[src/rtl/fetch_unit.sv]
// fetch_unit: PC owner, in-order word fetch, redirect flush, decode queue.
// Ports: clk_i/arst_ni, redirect_i/_pc_i, req_*, rsp_*, instr_*, err_o.
module fetch_unit #(
   parameter int unsigned    DPW      = 32,
   parameter logic [DPW-1:0] RESET_PC = '0,
   parameter int unsigned    QDEPTH   = 2
) (
   input  logic           clk_i,
   input  logic           arst_ni,
   input  logic           redirect_i,
   input  logic [DPW-1:0] redirect_pc_i,
   output logic           req_valid_o,
   output logic [DPW-1:0] req_addr_o,
   input  logic           req_ready_i,
   input  logic           rsp_valid_i,
   input  logic [DPW-1:0] rsp_data_i,
   output logic           instr_valid_o,
   output logic [DPW-1:0] instr_o,
   output logic [DPW-1:0] instr_pc_o,
   input  logic           instr_ready_i,
   output logic           err_o
);

   localparam int unsigned PW = (QDEPTH > 1) ? $clog2(QDEPTH) : 1;
   localparam int unsigned CW = PW + 1;

   typedef enum logic [1:0] {IDLE, FETCH, FLUSH} state_t;

   state_t         state, state_nx;
   logic [DPW-1:0] pc, rsp_pc, tgt;
   logic [CW-1:0]  outstanding, drop_cnt, drop_nx, q_cnt;
   logic [PW-1:0]  wr_ptr, rd_ptr;
   logic [DPW-1:0] q_instr [QDEPTH];
   logic [DPW-1:0] q_pc    [QDEPTH];
   logic           err_q;
   logic           redir, rsp_ok, drop, push, pop, hs, credit, q_ne;
   logic [CW:0]    inflight;

   assign redir    = redirect_i && (state != IDLE);
   assign tgt      = redirect_pc_i & ~DPW'(3);
   assign rsp_ok   = rsp_valid_i && (outstanding != '0);
   // a response in the redirect cycle is wrong-path, as is any during a drain
   assign drop     = rsp_ok && ((drop_cnt != '0) || redir);
   assign push     = rsp_ok && !drop;
   assign q_ne     = (q_cnt != '0);
   assign pop      = q_ne && instr_ready_i && !redir;
   assign inflight = {1'b0, outstanding} + {1'b0, q_cnt};
   // registered counts only: a granted request always has a queue slot
   assign credit   = 32'(inflight) < QDEPTH;
   assign hs       = req_valid_o && req_ready_i;

   always_comb begin
      drop_nx = drop_cnt;
      if (redir)
         drop_nx = outstanding - CW'(rsp_ok);
      else if (drop)
         drop_nx = drop_cnt - CW'(1);
   end

   always_ff @(posedge clk_i or negedge arst_ni) begin
      if (!arst_ni)
         state <= IDLE;
      else
         state <= state_nx;
   end

   always_comb begin
      state_nx = state;
      unique case (state)
         IDLE:    state_nx = FETCH;
         FETCH:   if (redir && (drop_nx != '0)) state_nx = FLUSH;
         FLUSH:   if (drop_nx == '0) state_nx = FETCH;
         default: state_nx = IDLE;
      endcase
   end

   always_comb begin
      req_valid_o   = (state == FETCH) && !redirect_i && credit;
      req_addr_o    = pc;
      instr_valid_o = q_ne;
      instr_o       = '0;
      instr_pc_o    = '0;
      if (q_ne) begin
         instr_o    = q_instr[rd_ptr];
         instr_pc_o = q_pc[rd_ptr];
      end
      err_o = err_q;
   end

   always_ff @(posedge clk_i or negedge arst_ni) begin
      if (!arst_ni) begin
         pc          <= RESET_PC;
         rsp_pc      <= RESET_PC;
         outstanding <= '0;
         drop_cnt    <= '0;
         err_q       <= 1'b0;
      end else begin
         err_q       <= rsp_valid_i && (outstanding == '0);
         drop_cnt    <= drop_nx;
         outstanding <= outstanding + CW'(hs) - CW'(rsp_ok);
         if (redir) begin
            pc     <= tgt;
            rsp_pc <= tgt;
         end else begin
            if (hs)   pc     <= pc + DPW'(4);
            if (push) rsp_pc <= rsp_pc + DPW'(4);
         end
      end
   end

   always_ff @(posedge clk_i or negedge arst_ni) begin
      if (!arst_ni) begin
         wr_ptr <= '0;
         rd_ptr <= '0;
         q_cnt  <= '0;
      end else if (redir) begin
         wr_ptr <= '0;
         rd_ptr <= '0;
         q_cnt  <= '0;
      end else begin
         if (push) wr_ptr <= wr_ptr + PW'(1);
         if (pop)  rd_ptr <= rd_ptr + PW'(1);
         q_cnt <= q_cnt + CW'(push) - CW'(pop);
      end
   end

   always_ff @(posedge clk_i) begin
      if (push) begin
         q_instr[wr_ptr] <= rsp_data_i;
         q_pc[wr_ptr]    <= rsp_pc;
      end
   end

endmodule

[config.mk]
export PLATFORM = sky130hd
export DESIGN_NAME = fetch_unit
export DESIGN_NICKNAME = d
export VERILOG_FILES = /design/src/rtl/fetch_unit.sv
export SDC_FILE = /design/constraint.sdc
export NUM_CORES = 1
export LEC_CHECK = 0
export ABC_AREA = 1
export ABC_CLOCK_PERIOD_IN_PS = 13300
export CORE_MARGIN = 2
export CORE_UTILIZATION = 55
export DETAILED_ROUTE_END_ITERATION = 10
export PLACE_DENSITY = 0.83
export SETUP_SLACK_MARGIN = 0.1
export SLEW_MARGIN = 40
export SYNTH_ARGS = -nofsm -noshare
export SYNTH_HDL_FRONTEND = slang
export SYNTH_SLANG_ARGS = --single-unit
export TNS_END_PERCENT = 5
[constraint.sdc]
create_clock -name clk_i -period 13.3 [get_ports clk_i]
set_clock_uncertainty 0.15 [all_clocks]
set_input_delay 1.33 -clock clk_i [delete_from_list [all_inputs] [get_ports clk_i]]
set_output_delay 1.33 -clock clk_i [all_outputs]
set_load 0.01 [all_outputs]
==> run metrics <==
Max VDD drop 0.117 mV; power per cell area around 210 mW/mm2; Post-synth EDFFs 124; ys flop type edfxtp_1; Met1 Wirelength between 10000 and 15000 um; mux contribution to synthesized area 0; main combinational cell family by area after synthesis simple AND/OR/NAND/NOR gates; DR DRC count 0; Gates resized, CTS repair 0; Worst Hold Class flip-flop to flip-flop; Avg Vias per Cell around 5.4; die area ~0.019 mm2; Worst Tran Pin Value 819 ps; CP Launch Type input pin; CTS root buf clkbuf_16; Post-Synth XOR/XNOR Area 0.0118; synthesized flop and latch total a little under 200; Final Setup Violations 0; Syn Std Cell Area between 0.009 and 0.01 mm2; total setup buffers inserted after CTS 0; Setup CP Type input pin to flip-flop; initial core utilization 0.561; unrepaired setup endpoints after global routing false; core footprint 0.0172 mm2; commonest cells in the netlist nand2_1 (355), nor2_1 (153), edfxtp_1 (124), a21oi_1 (103), dfrtp_1 (71); clock sink count 195; highest routed layer met4; post-layout util 0.697; FMAX between 0.2 and 0.25 GHz; crit path time final 4430 ps; GRT overflow 0; CTS Buf Count 17; row cnt 48; CP required 13230 ps; antenna cells 0; Synth Area per Inst 8.78 um2; most frequent cell after synthesis nand2_1; setup TNS 0 ps; detailed-placement wirelength estimate 15900 um; global-route wire length before repair 37400 um; Pre-antenna DRT Iters 7; fin. max-slew vios 0; post-synthesis simple-gate area fraction 0.265; Die W 137 um; max-cap violation count 0; final hold vios 0; Worst setup EP type flip-flop; final net count 1327; Die H 137 um; met3 routed WL 1800 um; hold buffer count at CTS 0; io pins between 150 and 200; sequential fraction of the synthesis area 0.569; TritonCTS clock tree yes; worst-skew pair later-pin latency 440 ps; total wire length 23700 um; Layout area overhead 24.1%; status finished clean; Synth Area in Adders 0.0124; max_slew headroom 0.454; GRT Util Overall 0.260; clock buffer depth 2; Synth Area in Compound Gates 0.0911; fin crit share 0.333; via count 8076; share of cells above drive strength 1 0.0626; number of H-tree levels 4; synth warn 0; largest net degree at the start of global routing 72; initial antenna violation count 0; Synth top area share 0.385; Post-synth ARST share 0.364; top post-synthesis cells by area edfxtp_1 (38%), dfrtp_1 (18%), nand2_1 (14%); vias in the first global route 7667; cells after synthesis 1102; GP Congestion 0.932; post-route ant nets 0; number of unique standard cell types used by synthesis 42; port buffer count 162; area leader, netlist edfxtp_1; Leak 4.84 nW; critical path peak fanout 67; wire length on met2 11100 um; CTS clk-pin slew, worst paths 70 ps; WP data arrival 4370 ps; starting DRC count in detailed routing 689; routed length per instance 15.9 um
==> through the flow <==
stage               setup WS, ps  power [mW]  hold slack [ps]  instance area, um2  cells
floorplan                   8270        1.62              314                9680   1105
global placement            8420        2.03              347               11400   1454
detailed placement          8430        2.06              365               11400   1454
CTS                         8860        2.56              382               12000   1486
global route                8680        2.73              392               12000   1486
finish                      8870        2.55              377               12000   1486
==> kinds of logic (layout without fill, tap and decap cells) <==
family	Yosys count	in the layout
compound gates	161	161
xor+xnor	13	13
fa+ha+maj	9	9
buf+inv	116	272
flops	195	195
other cells	1	4
simple gates	607	607
==> worst max-delay path, stage by stage <==
cell and delay (ps):
clkdlybuf4s50_1 490, o21ai_4 90, buf_4 610, nand2_2 260, nor2_8 250, inv_2 140
nor2_4 620, buf_4 540
==> worst paths after layout <==
check                      cells past startpoint  slack, ps        endpoint        from
setup / recovery                               8       8870   q_instr[0][6]  redirect_i
hold / removal                                 0        380      q_pc[1][6]   rsp_pc[6]
setup reg to reg                               7       9750   q_instr[0][6]    state[1]
hold reg to reg                                0        380      q_pc[1][6]   rsp_pc[6]
max in group asynchronous                      2      11640          rd_ptr     arst_ni
min in group asynchronous                      2        840  req_addr_o[30]     arst_ni
==> layer usage <==
layer  global-route usage  vias up
li1                     -     3941
met1                0.344     3773
met2                0.423      316
met3               0.0519       46
met4                0.100        0
met5                    0        -
==> placed cells by master, fill, tap and decap left out, types with 6 or more instances in the layout <==
cell,count
nor2_1,150
inv_1,65
inv_6,6
edfxtp_1,124
clkbuf_16,17
a31oi_1,14
nand3_1,43
nor2_2,7
nand3b_1,16
ha_1,8
xor2_1,8
nor2_4,9
clkdlybuf4s50_1,161
dfrtp_1,70
nand2_1,355
a22oi_1,8
o21ai_0,20
inv_2,6
a21oi_1,103
nor3_1,7
==> cell type report <==
type	count	area [um2]
clock buffers	18	429
clock inverters	14	136
fillers	1342	5230
inverters	72	273
multi-input cells	794	3720
flip-flops and latches	195	5500
well taps	225	282
repair buffers	168	1670
==> flip-flops by register name, indices dropped and copies added, names as in the netlist <==
signal	count
req_addr_o	30
outstanding	2
err_o	1
rd_ptr	1
state	2
rsp_pc	30
q_instr	64
q_cnt	2
wr_ptr	1
q_pc	60
drop_cnt	2
==> power breakdown <==
group	leakage [nW]	internal (mW)	switching, mW	total [mW]
combinational	2.63	0.449	0.627	1.08
clock	0.266	0.248	0.240	0.487
sequential	1.94	0.812	0.178	0.990
(Power assumes the default switching activity.)
